$ cat config.mk
export PLATFORM = sky130hd
export DESIGN_NAME = core_rx_monitor_flat
export DESIGN_NICKNAME = d
export VERILOG_FILES = /design/src/rtl/core_rx_mon_pkg.sv /design/src/rtl/core_rx_monitor_if.sv /design/src/rtl/core_rx_fifo.sv /design/src/rtl/core_rx_monitor.sv /design/src/flat_wrapper.sv
export SDC_FILE = /design/constraint.sdc
export NUM_CORES = 1
export LEC_CHECK = 0
export CORE_MARGIN = 2
export CORE_UTILIZATION = 47
export CTS_CLUSTER_DIAMETER = 150
export DETAILED_ROUTE_END_ITERATION = 6
export HOLD_SLACK_MARGIN = 0.15
export MAX_ROUTING_LAYER = met4
export PLACE_DENSITY = 0.65
export SLEW_MARGIN = 5
export SYNTH_ARGS = -nofsm -noshare
export SYNTH_HDL_FRONTEND = slang
export SYNTH_HIERARCHICAL = 1
export SYNTH_SLANG_ARGS = --single-unit
export TNS_END_PERCENT = 50
$ cat constraint.sdc
create_clock -name clock -period 6.1 [get_ports clock]
set_input_delay 1.22 -clock clock [delete_from_list [all_inputs] [get_ports clock]]
set_output_delay 1.22 -clock clock [all_outputs]
set_load 0.1 [all_outputs]
$ cat src/rtl/core_rx_mon_pkg.sv
// Shared types and constants for the receive monitor: lock-state encoding,
// CPU register map, control-register bit positions and counter width.
// Pure declarations, no logic; imported by every core_rx_monitor file.
package core_rx_mon_pkg;

  // Encoding is visible to software through the status register.
  typedef enum logic [1:0] {
    ST_LOSS    = 2'd0,
    ST_ACQUIRE = 2'd1,
    ST_LOCKED  = 2'd2
  } rx_state_e;

  localparam logic [4:0] REG_STATUS   = 5'h00;
  localparam logic [4:0] REG_ERR_LO   = 5'h01;
  localparam logic [4:0] REG_ERR_HI   = 5'h02;
  localparam logic [4:0] REG_FIFO_CNT = 5'h03;
  localparam logic [4:0] REG_CTRL     = 5'h04;
  localparam logic [4:0] REG_SYM_LO   = 5'h05;
  localparam logic [4:0] REG_SYM_HI   = 5'h06;

  localparam int CTRL_CLR_BIT   = 0;  // clear err_cnt, rx_overflow (and sym_cnt)
  localparam int CTRL_FLUSH_BIT = 1;  // empty the data FIFO

  localparam int CNT_W = 16;

  // Increment that sticks at all-ones instead of wrapping.
  function automatic logic [CNT_W-1:0] sat_inc(input logic [CNT_W-1:0] v);
    return (&v) ? v : v + CNT_W'(1);
  endfunction

endpackage

$ cat src/rtl/core_rx_monitor_if.sv
// Bundle of decoder symbol inputs, CPU register bus and the rx data stream.
// master = symbol source / CPU / consumer side, slave = core_rx_monitor.
// Signals: core_data/core_code_error/core_code_idle, cpu_wr/addr/wdata/rdata,
//          rx_data/rx_valid/rx_ready, link_up, rx_overflow.
interface core_rx_monitor_if;
  logic [7:0] core_data;
  logic       core_code_error;
  logic       core_code_idle;
  logic       cpu_wr;
  logic [4:0] cpu_addr;
  logic [7:0] cpu_wdata;
  logic [7:0] cpu_rdata;
  logic [7:0] rx_data;
  logic       rx_valid;
  logic       rx_ready;
  logic       link_up;
  logic       rx_overflow;

  modport master (
    output core_data, core_code_error, core_code_idle,
    output cpu_wr, cpu_addr, cpu_wdata, rx_ready,
    input  cpu_rdata, rx_data, rx_valid, link_up, rx_overflow
  );

  modport slave (
    input  core_data, core_code_error, core_code_idle,
    input  cpu_wr, cpu_addr, cpu_wdata, rx_ready,
    output cpu_rdata, rx_data, rx_valid, link_up, rx_overflow
  );
endinterface

$ cat src/rtl/core_rx_fifo.sv
// Synchronous 8-bit FIFO, DEPTH entries (power of 2, >= 2), no fall-through.
// Latency: pushed data visible at the head one cycle after the push edge.
// Backpressure: push when full is ignored unless a pop happens in the same cycle; flush wins.
// Ports: push/wdata in, pop, flush, rdata (head), empty, full, count.
module core_rx_fifo #(
  parameter int DEPTH = 16
) (
  input  logic                     clock,
  input  logic                     reset,
  input  logic                     push,
  input  logic                     pop,
  input  logic                     flush,
  input  logic [7:0]               wdata,
  output logic [7:0]               rdata,
  output logic                     empty,
  output logic                     full,
  output logic [$clog2(DEPTH):0]   count
);
  localparam int AW = $clog2(DEPTH);
  localparam int CW = AW + 1;

  logic [7:0]    mem [DEPTH];
  logic [AW-1:0] wr_ptr, rd_ptr;
  logic          do_push, do_pop;

  assign empty   = (count == '0);
  assign full    = (count == CW'(DEPTH));
  assign do_pop  = pop && !empty;
  // A pop frees the slot this same edge, so a full FIFO can still accept.
  assign do_push = push && (!full || do_pop);

  always_ff @(posedge clock or posedge reset) begin
    if (reset) begin
      wr_ptr <= '0;
      rd_ptr <= '0;
      count  <= '0;
    end else if (flush) begin
      wr_ptr <= '0;
      rd_ptr <= '0;
      count  <= '0;
    end else begin
      if (do_push) wr_ptr <= wr_ptr + AW'(1);
      if (do_pop)  rd_ptr <= rd_ptr + AW'(1);
      case ({do_push, do_pop})
        2'b10:   count <= count + CW'(1);
        2'b01:   count <= count - CW'(1);
        default: count <= count;
      endcase
    end
  end

  always_ff @(posedge clock) begin
    if (do_push && !flush) mem[wr_ptr] <= wdata;
  end

  assign rdata = mem[rd_ptr];
endmodule

$ cat src/rtl/core_rx_monitor.sv
// Link-lock FSM, saturating error counter and data FIFO behind the symbol decoder.
// Latency: data symbol to rx_valid 1 cycle; link_up registered with the FSM state.
// Backpressure: rx_ready stalls the FIFO; symbols arriving while full are dropped (sticky rx_overflow).
// Ports: clock, reset (async, active-high), bus (core_rx_monitor_if.slave).
// Option: CORE_RX_MON_STATS_EN adds a pushed-symbol counter at 0x05/0x06.
module core_rx_monitor
  import core_rx_mon_pkg::*;
#(
  parameter int SYNC_IDLES = 8,
  parameter int ERR_WINDOW = 64,
  parameter int ERR_THRESH = 4,
  parameter int FIFO_DEPTH = 16
) (
  input  logic               clock,
  input  logic               reset,
  core_rx_monitor_if.slave   bus
);
  localparam int IDLE_W = $clog2(SYNC_IDLES + 1);
  localparam int WIN_W  = $clog2(ERR_WINDOW);
  localparam int ERR_W  = $clog2(ERR_THRESH + 1);
  localparam int FCW    = $clog2(FIFO_DEPTH) + 1;

  rx_state_e         state, state_nxt;
  logic [IDLE_W-1:0] idle_cnt, idle_nxt, idle_inc;
  logic [WIN_W-1:0]  win_cnt, win_nxt;
  logic [ERR_W-1:0]  win_err, werr_nxt, err_sum;
  logic              link_up_q;
  logic [CNT_W-1:0]  err_cnt;
  logic              ovf_q;

  // An error flag overrides a simultaneous idle flag.
  logic is_err, is_idle, is_data;
  assign is_err  = bus.core_code_error;
  assign is_idle = bus.core_code_idle && !bus.core_code_error;
  assign is_data = !bus.core_code_idle && !bus.core_code_error;

  logic ctrl_wr, clr, flush;
  assign ctrl_wr = bus.cpu_wr && (bus.cpu_addr == REG_CTRL);
  assign clr     = ctrl_wr && bus.cpu_wdata[CTRL_CLR_BIT];
  assign flush   = ctrl_wr && bus.cpu_wdata[CTRL_FLUSH_BIT];

  always_comb begin
    state_nxt = state;
    idle_nxt  = idle_cnt;
    win_nxt   = win_cnt;
    werr_nxt  = win_err;
    idle_inc  = idle_cnt + IDLE_W'(1);
    err_sum   = win_err + ERR_W'(is_err);
    case (state)
      ST_LOSS: begin
        if (is_idle) begin
          state_nxt = ST_ACQUIRE;
          idle_nxt  = IDLE_W'(1);
        end
      end
      ST_ACQUIRE: begin
        if (is_idle) begin
          idle_nxt = idle_inc;
          if (idle_inc == IDLE_W'(SYNC_IDLES)) begin
            state_nxt = ST_LOCKED;
            idle_nxt  = '0;
            win_nxt   = '0;
            werr_nxt  = '0;
          end
        end else begin
          state_nxt = ST_LOSS;
          idle_nxt  = '0;
        end
      end
      ST_LOCKED: begin
        // Threshold check includes this cycle's error and beats the window wrap.
        if (err_sum >= ERR_W'(ERR_THRESH)) begin
          state_nxt = ST_LOSS;
          win_nxt   = '0;
          werr_nxt  = '0;
        end else if (win_cnt == WIN_W'(ERR_WINDOW - 1)) begin
          win_nxt  = '0;
          werr_nxt = '0;
        end else begin
          win_nxt  = win_cnt + WIN_W'(1);
          werr_nxt = err_sum;
        end
      end
      default: state_nxt = ST_LOSS;
    endcase
  end

  always_ff @(posedge clock or posedge reset) begin
    if (reset) begin
      state     <= ST_LOSS;
      idle_cnt  <= '0;
      win_cnt   <= '0;
      win_err   <= '0;
      link_up_q <= 1'b0;
    end else begin
      state     <= state_nxt;
      idle_cnt  <= idle_nxt;
      win_cnt   <= win_nxt;
      win_err   <= werr_nxt;
      link_up_q <= (state_nxt == ST_LOCKED);
    end
  end

  // FIFO path
  logic           push, pop, fifo_empty, fifo_full, push_ok;
  logic [FCW-1:0] fifo_count;

  assign push    = (state == ST_LOCKED) && is_data;
  assign pop     = bus.rx_valid && bus.rx_ready;
  assign push_ok = push && (!fifo_full || pop) && !flush;

  core_rx_fifo #(.DEPTH(FIFO_DEPTH)) u_fifo (
    .clock (clock),
    .reset (reset),
    .push  (push),
    .pop   (pop),
    .flush (flush),
    .wdata (bus.core_data),
    .rdata (bus.rx_data),
    .empty (fifo_empty),
    .full  (fifo_full),
    .count (fifo_count)
  );

  always_ff @(posedge clock or posedge reset) begin
    if (reset) begin
      err_cnt <= '0;
      ovf_q   <= 1'b0;
    end else begin
      if (clr)         err_cnt <= '0;
      else if (is_err) err_cnt <= sat_inc(err_cnt);
      // A flushed push never lands, so it cannot overflow either.
      if (clr)                                     ovf_q <= 1'b0;
      else if (push && fifo_full && !pop && !flush) ovf_q <= 1'b1;
    end
  end

`ifdef CORE_RX_MON_STATS_EN
  logic [CNT_W-1:0] sym_cnt;
  always_ff @(posedge clock or posedge reset) begin
    if (reset)        sym_cnt <= '0;
    else if (clr)     sym_cnt <= '0;
    else if (push_ok) sym_cnt <= sat_inc(sym_cnt);
  end
`else
  logic unused_push_ok;
  assign unused_push_ok = push_ok;
`endif

  assign bus.rx_valid    = !fifo_empty;
  assign bus.link_up     = link_up_q;
  assign bus.rx_overflow = ovf_q;

  always_comb begin
    bus.cpu_rdata = 8'h00;
    case (bus.cpu_addr)
      REG_STATUS:   bus.cpu_rdata = {5'b0, ovf_q, 2'(state)};
      REG_ERR_LO:   bus.cpu_rdata = err_cnt[7:0];
      REG_ERR_HI:   bus.cpu_rdata = err_cnt[15:8];
      REG_FIFO_CNT: bus.cpu_rdata = 8'(fifo_count);
`ifdef CORE_RX_MON_STATS_EN
      REG_SYM_LO:   bus.cpu_rdata = sym_cnt[7:0];
      REG_SYM_HI:   bus.cpu_rdata = sym_cnt[15:8];
`endif
      default:      bus.cpu_rdata = 8'h00;
    endcase
  end
endmodule

$ cat src/flat_wrapper.sv
// flat-port wrapper written by rule: the top's interface ports become plain ports
module core_rx_monitor_flat import core_rx_mon_pkg::*;
#(
  parameter int SYNC_IDLES = 8,
  parameter int ERR_WINDOW = 64,
  parameter int ERR_THRESH = 4,
  parameter int FIFO_DEPTH = 16
)
  (clock, reset, bus_core_data, bus_core_code_error, bus_core_code_idle, bus_cpu_wr, bus_cpu_addr, bus_cpu_wdata, bus_rx_ready, bus_cpu_rdata, bus_rx_data, bus_rx_valid, bus_link_up, bus_rx_overflow);
  core_rx_monitor_if bus_i ();
  input  logic clock;
  input  logic reset;
  input wire logic [$bits(bus_i.core_data)-1:0] bus_core_data;
  input wire logic [$bits(bus_i.core_code_error)-1:0] bus_core_code_error;
  input wire logic [$bits(bus_i.core_code_idle)-1:0] bus_core_code_idle;
  input wire logic [$bits(bus_i.cpu_wr)-1:0] bus_cpu_wr;
  input wire logic [$bits(bus_i.cpu_addr)-1:0] bus_cpu_addr;
  input wire logic [$bits(bus_i.cpu_wdata)-1:0] bus_cpu_wdata;
  input wire logic [$bits(bus_i.rx_ready)-1:0] bus_rx_ready;
  output wire logic [$bits(bus_i.cpu_rdata)-1:0] bus_cpu_rdata;
  output wire logic [$bits(bus_i.rx_data)-1:0] bus_rx_data;
  output wire logic [$bits(bus_i.rx_valid)-1:0] bus_rx_valid;
  output wire logic [$bits(bus_i.link_up)-1:0] bus_link_up;
  output wire logic [$bits(bus_i.rx_overflow)-1:0] bus_rx_overflow;
  assign bus_i.core_data = bus_core_data;
  assign bus_i.core_code_error = bus_core_code_error;
  assign bus_i.core_code_idle = bus_core_code_idle;
  assign bus_i.cpu_wr = bus_cpu_wr;
  assign bus_i.cpu_addr = bus_cpu_addr;
  assign bus_i.cpu_wdata = bus_cpu_wdata;
  assign bus_i.rx_ready = bus_rx_ready;
  assign bus_cpu_rdata = bus_i.cpu_rdata;
  assign bus_rx_data = bus_i.rx_data;
  assign bus_rx_valid = bus_i.rx_valid;
  assign bus_link_up = bus_i.link_up;
  assign bus_rx_overflow = bus_i.rx_overflow;
  core_rx_monitor #(.SYNC_IDLES(SYNC_IDLES), .ERR_WINDOW(ERR_WINDOW), .ERR_THRESH(ERR_THRESH), .FIFO_DEPTH(FIFO_DEPTH)) u_core (.clock(clock), .reset(reset), .bus(bus_i));
endmodule
==> summary.txt <==
Outcome
  – Status: finished clean

STA
  – Post-route minimum period: 4.85 ns
  – Clk_skew: 0.00799 ns
  – Period utilization: 0.795
  – Final setup fails: 0
  – Setup ws final: 1.25 ns
  – Worst Tran Pin Value: 0.984 ns
  – Total Neg Setup Slack: 0 ns
  – Rel. slew slack: 0.342
  – RSZ-0062 raised after global routing: false
  – Slew Viols, Final: 0
  – Final hold violations: 0
  – Achievable clock frequency: 206 MHz

Global route
  – Vias in the first global route: around 4700
  – Largest net degree at the start of global routing: 36
  – First-pass GRT wire length: 24800 um
  – Antenna violations before repair: 0
  – All-Layer GR Usage: 0.188
  – Overflow after GRT: 0

Yosys
  – Ys Warns: 6
  – Largest area contributor in the netlist: edfxtp_1
  – Synth top area share: 0.489
  – Post-synth EDFFs: 128
  – Primary FF master, synth: edfxtp_1
  – Post-Syn Instances: between 500 and 600
  – Area contributors post-synth: edfxtp_1 (49%), dfrtp_1 (15%), mux4_2 (12%), ha_1 (2.1%), nor2_1 (2.0%)
  – Fraction of registers with async set/reset: 0.264
  – Syn nets: 553
  – Seq cells post-synth: 174
  – Seq/Total Area, Yosys: 0.636
  – Synthesized area per cell: 15.3 um^2
  – Post-synth cell types: 62
  – Netlist Area Pre-Place: 7860 um^2

Clock tree
  – Cts repair resizes: 0
  – Clk_lat worst skew: 0.43 ns
  – Sink Count: 174
  – Root buf cell: clkbuf_16
  – CTS tree: done
  – Max clock buf depth: 2
  – Post-CTS setup buffers: 0
  – Clock-pin slew of the registers on the worst-case setup and hold paths: 0.06 ns
  – Number of CTS-inserted buffers: 17
  – Hold-fix buffers, CTS: 0
  – H-tree levels: 4

Setup path
  – Worst path required time: 4.88 ns
  – Crit-path cells: clkdlybuf4s50_1 -> mux4_2 -> nor2b_1 -> clkdlybuf4s50_1
  – CP startpoint kind: input pin
  – Max FO, Critical Path: 8
  – Cells on worst reg2reg path: 7
  – Delay-heaviest family, CP: buffers and inverters
  – CP bufs+invs: 2
  – Critical Setup Path Class: input pin to primary output
  – Worst path most repeated cell: clkdlybuf4s50_1
  – Crit path depth: 4
  – CP endpoint kind: primary output
  – CP peak stage delay: 0.99 ns
  – Worst path arrival time: 3.63 ns
  – Crit-path slowest cell: clkdlybuf4s50_1

Drt
  – DRC: 0
  – DR pass1 iterations: 5
  – Initial DRC Count: 422
  – DRT antenna net count: 0
  – WL final: 15200 um
  – Avg WL per Cell: just under 20 um
  – Via count: roughly 4600
  – DR vias/cell: approximately 5.9

Final layout
  – Final Cell Area: approximately 9000 um^2
  – Post-layout util: 0.544
  – Most common cell after layout, fill and taps aside: edfxtp_1
  – Commonest non-fill, non-tap cells in the layout: edfxtp_1 (128), dfrtp_1 (44), mux4_2 (43)
  – Layout Nets: ~590
  – N_diodes: 0
  – Fraction of layout cells with a size suffix above 1: 0.172
  – Fill cells: 1334
  – Area grow syn2layout: 14.1%

Placement
  – Placed Area: between 8000 and 9000 um^2
  – Routability Congestion: approximately 0.9
  – DP HPWL: 10500 um
  – DP Worst Slack: 1.26 ns
  – Number of port buffers: 39

Die
  – # rows: between 40 and 50
  – CORE AREA: 16500 um^2
  – Die Wd: roughly 130 um
  – Die area: 17800 um^2
  – Die H: 133 um
  – Top-Level Pins: 46
  – Initial Util: 0.477

Min path
  – WHS Path Cells: 1
  – Worst Hold Class: flop to flop

Pwr
  – VDD IR max: 0.360 mV
  – Leak: 3.12 nW
  – Power per cell area: 431 nW/um^2

Flow run
  – Max_cap viols: 0
==> final timing paths <==
path	from	to	slack, ns
worst min register to register	u_core/win_err[2]$_DFFE_PP0P_	u_core/win_err[2]$_DFFE_PP0P_	0.52
min in group asynchronous	reset	u_core/u_fifo/wr_ptr[1]$_DFFE_PP0P_	1.23
worst min-delay path	u_core/win_err[2]$_DFFE_PP0P_	u_core/win_err[2]$_DFFE_PP0P_	0.52
worst max-delay path	bus_cpu_addr[1]	bus_cpu_rdata[0]	1.25
max in group asynchronous	reset	u_core/u_fifo/rd_ptr[0]$_DFFE_PP0P_	4.49
worst max register to register	u_core/u_fifo/count[1]$_DFFE_PP0P_	u_core/u_fifo/mem[3][1]$_DFFE_PP_	2.71
==> Yosys cell counts (all sizes together) (2+ instances only) <==
cell type,number
dfrtp,46
mux2i,3
nor2,41
nand3b,5
o211a,2
o211ai,7
o41ai,4
ha,13
o21ai,12
a22oi,6
and4,2
and2,3
inv,18
a21o,3
nor2b,12
xor2,7
nand4,7
xnor2,4
o2111ai,2
a32o,2
or3b,2
a211oi,4
nor3,6
a31oi,2
edfxtp,128
a21oi,18
buf,10
a22o,5
or4,6
nor4,6
or2,2
nand2b,4
and3,4
clkbuf,11
mux4,43
mux2,4
o31ai,3
or3,4
nand3,21
a211o,2
nand2,16
==> metal layers <==
| metal | vias to the layer above | wire length (um) | global-route usage |
|---|---|---|---|
| li1 | 2108 | - | - |
| met1 | 2397 | 6770 | 0.244 |
| met2 | 111 | 7680 | 0.302 |
| met3 | 13 | 619 | 0.0400 |
| met4 | 0 | 180 | 0.0597 |
| met5 | - | 0 | - |
==> power breakdown <==
group,switching (W),total (W),internal (W)
clock network,0.000452,0.000981,0.000529
logic,0.000765,0.00131,0.000546
registers,0.000221,0.00157,0.00135
total,0.00144,0.00387,0.00243
==> through the flow <==
stage / total power (W) / instances / hold slack [ns]
detailed placement: 0.00291 / 753 / 0.500
CTS: 0.00389 / 785 / 0.521
global placement: 0.00287 / 753 / 0.492
floorplan: 0.00263 / 512 / 0.474
finish: 0.00387 / 785 / 0.516
global route: 0.00404 / 785 / 0.543
==> cell families after synthesis <==
kind of cell,share of synthesized area
xor gates and xnor gates,0.0123
and+or+nand+nor,0.0989
AOI/OAI and AO/OA,0.0734
DFF,0.636
buffers and inverters,0.0231
adders and majority gates,0.0233
muxes,0.133
==> sequential cells by signal, indices dropped and copies added, names as in the netlist <==
signal	cells
u_core/win_cnt	6
u_core/u_fifo/mem	128
u_core/idle_cnt	4
u_core/u_fifo/wr_ptr	4
u_core/u_fifo/count	5
u_core/win_err	3
u_core/u_fifo/rd_ptr	4
u_core/bus.rx_overflow	1
u_core/bus.link_up	1
u_core/err_cnt	16
u_core/state	2
==> cell type report <==
type                    count  area [um^2]  share of cell area
inverters                  18         67.6             0.00754
flip-flops and latches    174         5000               0.558
well taps                 220          275              0.0307
clock buffers              19          433              0.0483
multi-input cells         299         2680               0.299
repair buffers             42          400              0.0447
clock inverters            13          108              0.0120
Note: power is estimated with default switching activity, not from simulation.
